## config.mk

```make
export PLATFORM = sky130hd
export DESIGN_NAME = core_seq
export DESIGN_NICKNAME = d
export VERILOG_FILES = /design/src/rtl/core_seq.sv
export SDC_FILE = /design/constraint.sdc
export NUM_CORES = 1
export LEC_CHECK = 0
export CAP_MARGIN = 10
export CORE_MARGIN = 8
export CORE_UTILIZATION = 47
export DETAILED_ROUTE_END_ITERATION = 10
export PLACE_DENSITY = 0.95
export SLEW_MARGIN = 20
export SYNTH_ARGS = -nofsm -noshare
export SYNTH_HDL_FRONTEND = slang
export SYNTH_SLANG_ARGS = --single-unit
```

## constraint.sdc

```tcl
create_clock -name clk -period 4.8 [get_ports clk]
set_input_delay 0.96 -clock clk [delete_from_list [all_inputs] [get_ports clk]]
set_output_delay 0.96 -clock clk [all_outputs]
set_load 0.02 [all_outputs]
```

## src/rtl/core_seq.sv

```systemverilog
// rtl/core_seq.sv - attention core instruction sequencer: Q/K load, MAC, execute, drain, ofifo read, accumulate, divide.
module core_seq #(
    parameter int bw    = 8,
    parameter int pr    = 8,
    parameter int len   = 8,
    parameter int drain = 18
) (
    input  logic             clk,
    input  logic             reset,
    input  logic             start,
    input  logic [pr*bw-1:0] data_in,
    input  logic             data_valid,
    output logic             data_ready,
    output logic [18:0]      inst,
    output logic [pr*bw-1:0] mem_in,
    output logic             busy,
    output logic             done,
    output logic [3:0]       phase
);

    typedef enum logic [3:0] {
        s_idle  = 4'd0,
        s_qload = 4'd1,
        s_kload = 4'd2,
        s_kmac  = 4'd3,
        s_qexe  = 4'd4,
        s_drain = 4'd5,
        s_ofrd  = 4'd6,
        s_acc   = 4'd7,
        s_div   = 4'd8,
        s_done  = 4'd9
    } state_t;

    localparam int b_sfp_div  = 18;
    localparam int b_sfp_acc  = 17;
    localparam int b_ofifo_rd = 16;
    localparam int b_execute  = 7;
    localparam int b_load     = 6;
    localparam int b_qmem_rd  = 5;
    localparam int b_qmem_wr  = 4;
    localparam int b_kmem_rd  = 3;
    localparam int b_kmem_wr  = 2;
    localparam int b_pmem_rd  = 1;
    localparam int b_pmem_wr  = 0;

    localparam logic [4:0] len_last   = 5'(len - 1);
    localparam logic [4:0] len_cnt    = 5'(len);
    localparam logic [4:0] div_last   = 5'(2 * len - 1);
    localparam logic [4:0] drain_last = 5'(drain - 1);
    // A zero drain skips the DRAIN state entirely.
    localparam state_t after_qexe = (drain == 0) ? s_ofrd : s_drain;

    state_t            state_q, state_d;
    logic [4:0]        cnt_q, cnt_d;
    logic [18:0]       inst_q, inst_d;
    logic [pr*bw-1:0]  mem_in_q, mem_in_d;
    logic              done_q, done_d;
    logic [4:0]        cnt_m1;

    assign cnt_m1 = cnt_q - 5'd1;

    always_ff @(posedge clk or posedge reset) begin
        if (reset) begin
            state_q  <= s_idle;
            cnt_q    <= '0;
            inst_q   <= '0;
            mem_in_q <= '0;
            done_q   <= 1'b0;
        end else begin
            state_q  <= state_d;
            cnt_q    <= cnt_d;
            inst_q   <= inst_d;
            mem_in_q <= mem_in_d;
            done_q   <= done_d;
        end
    end

    always_comb begin
        state_d    = state_q;
        cnt_d      = cnt_q;
        inst_d     = '0;
        mem_in_d   = mem_in_q;
        done_d     = 1'b0;
        data_ready = 1'b0;
        case (state_q)
            s_idle: begin
                if (start) begin
                    state_d = s_qload;
                    cnt_d   = '0;
                end
            end
            s_qload, s_kload: begin
                data_ready = 1'b1;
                if (data_valid) begin
                    inst_d[15:12] = cnt_q[3:0];
                    if (state_q == s_qload) inst_d[b_qmem_wr] = 1'b1;
                    else                    inst_d[b_kmem_wr] = 1'b1;
                    mem_in_d = data_in;
                    if (cnt_q == len_last) begin
                        state_d = (state_q == s_qload) ? s_kload : s_kmac;
                        cnt_d   = '0;
                    end else begin
                        cnt_d = cnt_q + 5'd1;
                    end
                end
            end
            s_kmac, s_qexe: begin
                // Read row c while the array consumes the row read one cycle earlier.
                if (cnt_q < len_cnt) begin
                    inst_d[15:12] = cnt_q[3:0];
                    if (state_q == s_kmac) inst_d[b_kmem_rd] = 1'b1;
                    else                   inst_d[b_qmem_rd] = 1'b1;
                end
                if (cnt_q != 5'd0) begin
                    if (state_q == s_kmac) inst_d[b_load]    = 1'b1;
                    else                   inst_d[b_execute] = 1'b1;
                end
                if (cnt_q == len_cnt) begin
                    state_d = (state_q == s_kmac) ? s_qexe : after_qexe;
                    cnt_d   = '0;
                end else begin
                    cnt_d = cnt_q + 5'd1;
                end
            end
            s_drain: begin
                if (cnt_q == drain_last) begin
                    state_d = s_ofrd;
                    cnt_d   = '0;
                end else begin
                    cnt_d = cnt_q + 5'd1;
                end
            end
            s_ofrd: begin
                if (cnt_q < len_cnt) inst_d[b_ofifo_rd] = 1'b1;
                if (cnt_q != 5'd0) begin
                    inst_d[b_pmem_wr] = 1'b1;
                    inst_d[11:8]      = cnt_m1[3:0];
                end
                if (cnt_q == len_cnt) begin
                    state_d = s_acc;
                    cnt_d   = '0;
                end else begin
                    cnt_d = cnt_q + 5'd1;
                end
            end
            s_acc: begin
                if (cnt_q < len_cnt) begin
                    inst_d[b_pmem_rd] = 1'b1;
                    inst_d[11:8]      = cnt_q[3:0];
                end
                if (cnt_q != 5'd0) inst_d[b_sfp_acc] = 1'b1;
                if (cnt_q == len_cnt) begin
                    state_d = s_div;
                    cnt_d   = '0;
                end else begin
                    cnt_d = cnt_q + 5'd1;
                end
            end
            s_div: begin
                // Even count reads row cnt/2, odd count writes the divided result back.
                inst_d[11:8] = cnt_q[4:1];
                if (cnt_q[0]) begin
                    inst_d[b_sfp_div] = 1'b1;
                    inst_d[b_pmem_wr] = 1'b1;
                end else begin
                    inst_d[b_pmem_rd] = 1'b1;
                end
                if (cnt_q == div_last) begin
                    state_d = s_done;
                    cnt_d   = '0;
                end else begin
                    cnt_d = cnt_q + 5'd1;
                end
            end
            s_done: begin
                done_d  = 1'b1;
                state_d = s_idle;
                cnt_d   = '0;
            end
            default: begin
                state_d = s_idle;
                cnt_d   = '0;
            end
        endcase
    end

    assign inst   = inst_q;
    assign mem_in = mem_in_q;
    assign done   = done_q;
    assign busy   = (state_q != s_idle);
    assign phase  = state_q;

endmodule
```

Yosys cells after proc, flatten, opt, wreduce, memory -nomap -nowiden
Cells that the tools add are included.
W data, S select, Z words.

operators by class
  muxes and demuxes = 47
  reduce and logical (&&, ||, !) cells = 9
  add/sub/neg operators = 2
  magnitude comparators = 1
  equal/unequal tests = 21

operator list
  cell                   count
  $mux W4                11
  $mux W5                6
  $pmux W4 S7            1
  $pmux W5 S5            1
  $mux W1                22
  $eq A4 B3 Y1 const B   4
  $ne A2 B2 Y1 const B   8
  $pmux W4 S3            1
  $eq A5 B4 Y1 const B   2
  $eq A4 B2 Y1 const B   2
  $eq A4 B4 Y1 const B   2
  $pmux W4 S2            1
  $reduce_and A8 Y1      1
  $add A5 B1 Y5 const B  1
  $eq A5 B3 Y1 const B   1
  $eq A5 B5 Y1 const B   1
  $lt A5 B4 Y1 const B   1
  $reduce_bool A5 Y1     1
  $eq A4 B1 Y1 const B   1
  $logic_not A4 Y1       1
  $pmux W1 S2            2
  $reduce_and A2 Y1      2
  $reduce_bool A4 Y1     1
  $reduce_or A2 Y1       2
  other kinds (4)        4

storage, ports and cells
  logic and storage cells = 85
  output and inout bits = 90
  bits in registers = 93
  input port bits = 68

Longest topological paths before layout
Gate-level depths: netlist (run 1).

  depth after elaboration = 5
  gate-level depth with buffers = 8
  gate-level depth less buffers = 8

Worst setup path before layout (run 1)
No wires, ideal clock.

  path kind = flip-flop to output port
  start = register state_q[0], in the netlist phase[0]
  end = output port busy
  slack = 2605 ps
  required time = 3840 ps
  cell stages (with the launch flop) = 5
  buffers on the path = 2
  arrival time = 1235 ps
  cell sequence = dfrtp_1 buf_2 clkbuf_1 nor2_1 nand2_1

between the ends
  cells in the longest elaborated chain, start to end = 1

RTL lines
  item                    RTL line  text
  start, declared         53        state_t state_q, state_d;
  start signal, assigned  64        state_q <= s_idle;
  start signal, assigned  70        state_q <= state_d;
  $reduce_bool A4 Y1      190       assign busy = (state_q != s_idle);
  end, declared           16        output logic busy,

No other way between the ends.

Worst setup path after layout (run 1)
  start = register state_q[1], in the netlist phase[1]
  end = output port data_ready

between the ends
  cells in the longest elaborated chain, start to end = 3
  elaborated cells between the ends (all ways) = 4
  those cells by class = eq/ne (2); mux (1); reduce/logical (1)

RTL lines
  item                                          RTL line  text
  $eq A4 B1 Y1 or $eq A4 B2 Y1 (tied branches)  85        case (state_q)
  $reduce_or A2 Y1 *                            85
  $mux W1 *                                     85
  end, declared                                 13        output logic data_ready,

Mark *: on every way between the ends. The rest lies on a longest branch, timed or not.

==> results.json, run 1 <==
{
  "status": "finished clean",
  "cts.clk_slew.worst_paths_ns": 0.09,
  "portBuffers": 157,
  "grt_first_pass_wirelength_mm": 17.32,
  "slowest_delay_ns": 0.83,
  "vias": 2904,
  "post_cts_resized": 0,
  "ctsHoldBuffers": 0,
  "finalHoldViolCount": 0,
  "hold-path-endpoint": "mem_in[49]",
  "die-width_um": 107.7,
  "num_rows": 33,
  "rsz0062_at_grt": "no",
  "wl_met3_um": 839,
  "synth-edff-count": 0,
  "drive_above_1_share_pct": 7.240,
  "r2r_end": "mem_in[4]",
  "synth_area_mm2": 0.003954,
  "fin_hold_ws_ns": 0.4968,
  "period_needed_ns": 3.212,
  "path_cells": "xor2_2, and2_2, clkdlybuf4s50_1",
  "tightest_slew_ns": 0.8674,
  "cts_tree": "built",
  "hpwlAfterDp_mm": 8.588,
  "area_delta_synth_final_pct": 45.89,
  "synth_nets": 358,
  "dr_wl_met2_mm": 5.830,
  "power_density_mw_per_mm2": 659.8,
  "power_leakage_nw": 2.492,
  "gp_congestion": 0.8445,
  "dieHeight_um": 107.7,
  "first_pass_iters": 4,
  "syn_area_per_cell_um2": 13.92,
  "worstPathMaxFanout": 22,
  "cts_buffer_depth": 2,
  "hp-class": "register to register",
  "cp_slowest_cell": "dfrtp_1",
  "synthArstFlopShare_pct": 100.0,
  "ir_worst_vdd_v": 0.0002383,
  "yosys_warnings": 0,
  "period_share_pct": 66.92,
  "n_antenna_cell": 0,
  "cts_buffers": 9,
  "cts_max_level": 3,
  "drv_slew": 0,
  "maxCapViolCount": 0,
  "synthFlopType": "dfrtp_1",
  "final_cell_mix": "157 x clkdlybuf4s50_1, 93 x dfrtp_1, 60 x mux2_1",
  "highest_layer": "met4",
  "fmax_mhz": 311.3,
  "drt-initial-drc-count": 134,
  "end_kind": "primary output",
  "fin_skew_ns": 0.01425,
  "core_region_area_mm2": 0.008175,
  "startpoint_type": "register",
  "initial_core_util_pct": 48.36,
  "crit_type": "register to primary output",
  "reg2reg_slack_ns": 2.31,
  "wl_per_cell_um": 20.75,
  "ys_seq_elements": 93,
  "crit_arrival_ns": 2.25,
  "grt_usage_pct": 19.67,
  "grt_overflow": 0,
  "reg2reg_depth": 4,
  "cts-root-buf": "clkbuf_8",
  "wl_met1_mm": 4.442,
  "first_global_vias": 2994,
  "clock_latency_ns": 0.36,
  "die_area_mm2": 0.01160,
  "r2r-start": "phase[1]",
  "min_from": "mem_in[49]",
  "layout_commonest_cell": "clkdlybuf4s50_1",
  "critPathRequiredTime_ns": 3.84,
  "drc": 0,
  "pre_cts_slack_ns": 1.944,
  "setup_viol_count_final": 0,
  "antenna_found_initial": 0,
  "final.setup.tns_ns": 0,
  "slew_headroom_pct": 42.17,
  "ant_nets": 0,
  "synthCells": 284,
  "io_pins": 158,
  "timing.final.ws_setup_ns": 1.588,
  "cts.sinks": 93,
  "via_per_inst": 5.309,
  "holdPathStages": 1,
  "grt_max_degree": 65,
  "ys_types": 48,
  "fin_nets": 511,
  "yosysSeqAreaShare_pct": 58.86,
  "post-cts-setup-buffers": 0,
  "totalWireLength_mm": 11.35
}
cells in the mapped netlist, types with 3 or more instances:
library cell	number	area [um2]
dfrtp_1	93	2327
mux2_1	60	675.7
nor2_1	13	48.80
buf_6	7	78.83
nand2_1	7	26.28
nand2b_1	7	43.79
nor3_1	7	35.03
o21ai_0	7	35.03
ha_1	6	75.07
inv_1	6	22.52
buf_2	5	25.02
mux2_2	5	56.30
nand3_1	5	25.02
a21oi_1	4	20.02
nor3b_1	4	30.03
a22o_1	3	26.28
clkbuf_1	3	11.26
mux2i_1	3	30.03
nor2b_1	3	18.77
o22ai_1	3	18.77
layout make-up:
cell class / count / area (um2)
flip-flops and latches: 93 / 2327
clock inverters: 6 / 86.33
well taps: 105 / 131.4
multi-input cells: 169 / 1481
clock buffers: 10 / 137.6
repair buffers: 158 / 1579
inverters: 6 / 25.02
fillers: 500 / 2407
per-stage QoR:
| stage | area (um2) | total power [mW] | cells | utilization, % |
|---|---|---|---|---|
| 2_1_floorplan | 3954 | 2.345 | 284 | - |
| 3_3_place_gp | 5543 | 3.172 | 531 | 67.80 |
| 3_5_place_dp | 5543 | 3.254 | 531 | 67.80 |
| 4_1_cts | 5767 | 3.840 | 547 | 70.54 |
| 5_1_grt | 5768 | 4.002 | 547 | 70.55 |
| 6_report | 5768 | 3.806 | 547 | 70.55 |
layer usage:
metal / track usage [%] / vias to the layer above
met5: 0 / -
met4: 8.920 / 0
met3: 5.090 / 17
met2: 33.60 / 132
met1: 22.62 / 1442
li1: - / 1313
sequential cells by signal, summed over array words and instances, names as in the netlist:
register  count
cnt_q         5
done          1
inst         19
mem_in       64
phase         4
cells by family after synthesis:
family / after synthesis / synth area share (%)
XOR/XNOR: 3 / 0.8546
AO/OA/AOI/OAI: 32 / 5.791
AND/OR/NAND/NOR: 60 / 9.652
adder cells (fa/ha/maj): 6 / 1.899
buffers and inverters: 22 / 3.671
flip-flops: 93 / 58.86
multiplexers: 68 / 19.27
power by group:
group	switching (mW)	internal, mW	total (mW)	leakage [nW]
sequential	0.258	1.12	1.38	1.16
combinational	0.931	0.924	1.85	1.22
clock	0.269	0.307	0.575	0.112
total	1.46	2.35	3.81	2.49
worst max-delay path by stage:
stage | startpoint | end | cells after the start
CTS | phase[1] | data_ready | 3
finish | phase[1] | data_ready | 3
detailed placement | data_valid | mem_in[2] | 3
global placement | phase[1] | data_ready | 3
floorplan | reset | cnt_q[0] | 1
global route | phase[1] | data_ready | 3
worst max-delay path: cells and delay by family, from the launching register on:
kind / cells / cell delay [ns]
flops: 1 / 0.83
simple gates: 1 / 0.23
xor+xnor: 1 / 0.21
buf+inv: 1 / 0.64
No activity file was read; power rests on OpenSTA's default activity.
==> run 2, diff against run 1 <==
Settings changed: CORE_UTILIZATION 47 to 43, PLACE_DENSITY 0.95 to 0.9.
Clock period 4.8 ns to 3.3 ns, I/O delays scaled along.
==> run 2 against run 1 <==
Effect of this change:
- total power rose by 41%
- sequential power rose by 44%
- cell count rose by 0.91%
- critical path depth did not move
- utilization fell by 7.2 points
- clock skew fell by 0.00063 ns
- routed wire length fell by 5.7%
==> results.json, run 2 (synthesized netlist as in run 1, its figures left out) <==
{
  "wl_met3_um": 708,
  "dpl_cell_area_mm2": 0.005563,
  "ctsHoldBuffers": 0,
  "final.fill_count": 698,
  "n_antenna_cell": 0,
  "dr_wl_met2_mm": 5.670,
  "num_rows": 35,
  "grt_usage_pct": 17.09,
  "final_cell_mix": "157 x clkdlybuf4s50_1, 93 x dfrtp_1, 60 x mux2_1",
  "vias": 2829,
  "tightest_slew_ns": 0.8637,
  "dieHeight_um": 111.9,
  "ir_worst_vdd_v": 0.0003937,
  "grt_max_degree": 65,
  "end_kind": "primary output",
  "core_region_area_mm2": 0.009065,
  "slowest_delay_ns": 0.84,
  "largest_reg_flops": 64,
  "portBuffers": 157,
  "design_area_mm2": 0.005744,
  "worstPathMaxFanout": 22,
  "io_pins": 158,
  "cts_buffer_depth": 2,
  "cp_top_family": "flip-flops",
  "fin_hold_ws_ns": 0.4977,
  "wl_met1_mm": 4.185,
  "cp_slowest_cell": "dfrtp_1",
  "antenna_found_initial": 0,
  "layout_commonest_cell": "clkdlybuf4s50_1",
  "cts_buffers": 9,
  "dp_cells": 537,
  "finalHoldViolCount": 0,
  "post-cts-setup-buffers": 0,
  "cts_max_level": 3,
  "cts.clk_slew.worst_paths_ns": 0.09,
  "first_global_vias": 2980,
  "critPathRequiredTime_ns": 2.64,
  "period_share_pct": 87.91,
  "grt_first_pass_wirelength_mm": 16.79,
  "fmax_mhz": 344.7,
  "status": "finished clean",
  "drc": 0,
  "startpoint_type": "register",
  "crit_buf_inv": 1,
  "totalWireLength_mm": 10.70,
  "period_needed_ns": 2.901,
  "highest_layer": "met4",
  "fin_skew_ns": 0.01363,
  "rsz0062_at_grt": "no",
  "ant_nets": 0,
  "slew_headroom_pct": 42.42,
  "wl_per_cell_um": 19.39,
  "gp_congestion": 0.8503,
  "cts_tree": "built",
  "via_per_inst": 5.125,
  "first_pass_iters": 4,
  "maxCapViolCount": 0,
  "post_cts_resized": 0,
  "clock_latency_ns": 0.34,
  "drive_above_1_share_pct": 7.029,
  "die-width_um": 111.9,
  "fin_nets": 511,
  "final.setup.tns_ns": 0,
  "area_delta_synth_final_pct": 45.28,
  "die_area_mm2": 0.01252,
  "initial_core_util_pct": 43.62,
  "power_mw": 5.378,
  "setup_viol_count_final": 0,
  "power_leakage_nw": 2.471,
  "drv_slew": 0,
  "crit_type": "register to primary output",
  "hpwlAfterDp_mm": 8.251,
  "drt-initial-drc-count": 109,
  "finalNonFillerCells": 552,
  "power_density_mw_per_mm2": 936.3,
  "cts.sinks": 93,
  "crit_arrival_ns": 2.24,
  "hp-class": "register to register",
  "grt_overflow": 0,
  "path_cells": "xor2_2, and2_2, clkdlybuf4s50_1",
  "cts-root-buf": "clkbuf_8"
}
[run 2: worst reg2reg max path, delay by kind of cell (launching register included)]
kind,cells,cell delay (ns)
xor gates and xnor gates,1,0.17
DFF,1,0.84
muxes,1,0.45
and+or+nand+nor,2,0.89
[run 2: final cells by class]
class	instances	area, um2	share of cell area, %
sequential	93	2327	40.51
multi-input combinational	169	1481	25.79
clock inverter	5	43.79	0.7624
clock buffer	10	137.6	2.396
timing repair buffer	158	1592	27.71
inverter	6	23.77	0.4139
tap	111	138.9	2.418
[run 2: metrics by stage]
stage / util (%) / setup WS, ns
after floorplan: - / 0.2197
after global placement: 61.37 / 0.7989
after detailed placement: 61.37 / 0.7604
after CTS: 63.37 / 0.3686
after global routing: 63.37 / 0.2740
final: 63.37 / 0.3990
[run 2: path summary, 6_finish.rpt]
path,startpoint,slack (ns),cells past startpoint,to
worst max register to register,phase[1],0.83,4,mem_in[18]
worst max-delay path,phase[1],0.40,3,data_ready
worst min register to register,mem_in[19],0.50,1,mem_in[19]
min in group asynchronous,reset,0.75,2,mem_in[12]
max in group asynchronous,reset,1.81,3,mem_in[40]
worst min-delay path,mem_in[19],0.50,1,mem_in[19]
[run 2: power by group]
part	internal (mW)	switching [mW]	leakage, nW
registers	1.63	0.365	1.16
clock network	0.300	0.406	0.0869
logic	1.35	1.34	1.23
[run 2: routing by layer]
layer / vias up / track usage, %
met3: 12 / 4.329
met1: 1395 / 19.19
met2: 113 / 30.69
met5: - / 0
met4: 0 / 5.925
li1: 1309 / -
==> run 3, diff against run 2 <==
Settings changed: CORE_UTILIZATION 43 to 39, PLACE_DENSITY 0.9 to 0.86.
Clock period 3.3 ns to 2.52 ns, I/O delays scaled along.
==> run 3 against run 2 <==
Effect of this change:
- non-clock buffer count grew 9
- critical endpoint unchanged
- largest cell class unchanged
- flip-flop and latch count is the same
- utilization down 3.4 points
- register-to-register slack worse by 0.44 ns
- global-route usage decreased by 1.4 points
- largest power group unchanged
==> results.json, run 3 (synthesized netlist as in run 1, its figures left out) <==
{
  "status": "finished clean",
  "fin_hold_ws_ns": 0.4929,
  "grtUsageMet3_pct": 4.550,
  "num_rows": 36,
  "area_delta_synth_final_pct": 49.05,
  "ctsHoldBuffers": 0,
  "worstPathMaxFanout": 13,
  "cts_max_level": 3,
  "die_area_mm2": 0.01362,
  "multiInputGateArea_mm2": 0.001481,
  "post-route-util_pct": 60.02,
  "first_pass_iters": 4,
  "first_global_vias": 3035,
  "grt_first_pass_wirelength_mm": 16.27,
  "largest_reg_flops": 64,
  "cts_buffer_depth": 2,
  "crit_buf_inv": 1,
  "dp_cells": 568,
  "via_per_inst": 4.921,
  "final.setup.tns_ns": 0,
  "hpwlAfterDp_mm": 8.385,
  "r2r-start": "cnt_q[0]",
  "cts.sinks": 93,
  "slowest_delay_ns": 0.62,
  "setup_viol_count_final": 0,
  "ant_nets": 0,
  "final_cell_mix": "157 x clkdlybuf4s50_1, 91 x dfrtp_1, 60 x mux2_1",
  "grt_max_degree": 41,
  "cts.clk_slew.worst_paths_ns": 0.08,
  "totalWireLength_mm": 10.64,
  "path_cells": "xor2_2, and2_2, clkdlybuf4s50_1",
  "cts_tree": "built",
  "initial_core_util_pct": 40.27,
  "die-width_um": 116.7,
  "fmax_mhz": 410.4,
  "io_pins": 158,
  "period_share_pct": 96.68,
  "dieHeight_um": 116.7,
  "post-cts-setup-buffers": 0,
  "ff_latch_area_mm2": 0.002330,
  "rsz0062_at_grt": "no",
  "wl_per_cell_um": 18.22,
  "reg2reg_depth": 7,
  "crit_path_end": "data_ready",
  "tightest_slew_ns": 0.4914,
  "power_density_mw_per_mm2": 1210,
  "critPathRequiredTime_ns": 2.02,
  "vias": 2874,
  "final.fill_count": 785,
  "drive_above_1_share_pct": 9.091,
  "clock_latency_ns": 0.35,
  "cp_top_family": "buffers and inverters",
  "drt-initial-drc-count": 117,
  "power_mw": 7.132,
  "ir_worst_vdd_v": 0.0004597,
  "reg2reg_slack_ns": 0.39,
  "finalNonFillerCells": 584,
  "use_met1_pct": 16.71,
  "gp_congestion": 0.9102,
  "drc": 0,
  "power_leakage_nw": 2.534,
  "maxCapViolCount": 0,
  "post_cts_resized": 1,
  "crit_type": "register to primary output",
  "slew_headroom_pct": 67.10,
  "cts_buffers": 9,
  "use_met2_pct": 28.72,
  "crit_cells": 3,
  "cts-root-buf": "clkbuf_8",
  "grt_overflow": 0,
  "layout_commonest_cell": "clkdlybuf4s50_1",
  "n_antenna_cell": 0,
  "end_kind": "primary output",
  "fin_nets": 520,
  "r2r_end": "phase[1]",
  "period_needed_ns": 2.436,
  "cp_slowest_cell": "clkdlybuf4s50_1",
  "portBuffers": 157,
  "crit_arrival_ns": 1.93,
  "startpoint_type": "register",
  "finalHoldViolCount": 0,
  "drv_slew": 0,
  "antenna_found_initial": 0,
  "core_region_area_mm2": 0.009819,
  "startpoint": "phase[0]",
  "grt_usage_pct": 15.67,
  "fin_skew_ns": 0.007507,
  "grt_busiest_layer": "met2",
  "hp-class": "register to register"
}
-- run 3: cell types whose count changed in the layout (fill, tap and decap cells not counted) --
cell	before	now
clkbuf_1	0	2
buf_4	0	6
dfrtp_2	0	2
clkinv_4	1	0
buf_12	1	4
bufinv_16	0	1
dfrtp_1	93	91
clkinv_2	1	2
inv_8	1	0
inv_6	1	0
-- run 3: worst register-to-register path: stages (launching register included) --
cell       delay, ns
dfrtp_1         0.47
inv_1           0.19
ha_1            0.20
and4bb_1        0.26
nor3_1          0.08
nand4bb_4       0.25
or2_1           0.27
a211o_1         0.31
-- run 3: power by group --
group / switching (mW) / total, mW / internal (mW)
Sequential: 0.397 / 2.53 / 2.14
Clock: 0.481 / 0.964 / 0.483
Combinational: 1.82 / 3.64 / 1.81
Total: 2.70 / 7.13 / 4.43
-- run 3: final cells by class --
type / instances / area share, %
flip-flops and latches: 93 / 39.53
inverters: 6 / 0.4459
multi-input cells: 169 / 25.14
clock inverters: 4 / 0.8068
repair buffers: 167 / 28.79
clock buffers: 12 / 2.463
well taps: 133 / 2.824
-- run 3: stage by stage --
stage	worst slack, ns	instance area [um2]
2_1_floorplan	0.6079	3958
3_3_place_gp	0.4302	5698
3_5_place_dp	0.3639	5698
4_1_cts	0.003865	5892
5_1_grt	0.007184	5893
6_report	0.08354	5893
-- run 3: metal layers --
layer	part of all wire (%)	up-vias
met4	1.4	0
met2	53	113
li1	-	1333
met3	9.2	15
met5	0	-
met1	36	1413
-- run 3: how the worst min path moves through the flow --
stage	from	endpoint	slack, ns	cells after the start
CTS	mem_in[49]	mem_in[49]	0.50	1
floorplan	cnt_q[4]	inst[3]	0.53	1
finish	mem_in[20]	mem_in[20]	0.49	1
global route	mem_in[12]	mem_in[12]	0.52	1
detailed placement	mem_in[6]	mem_in[6]	0.48	1
global placement	mem_in[5]	mem_in[5]	0.47	1
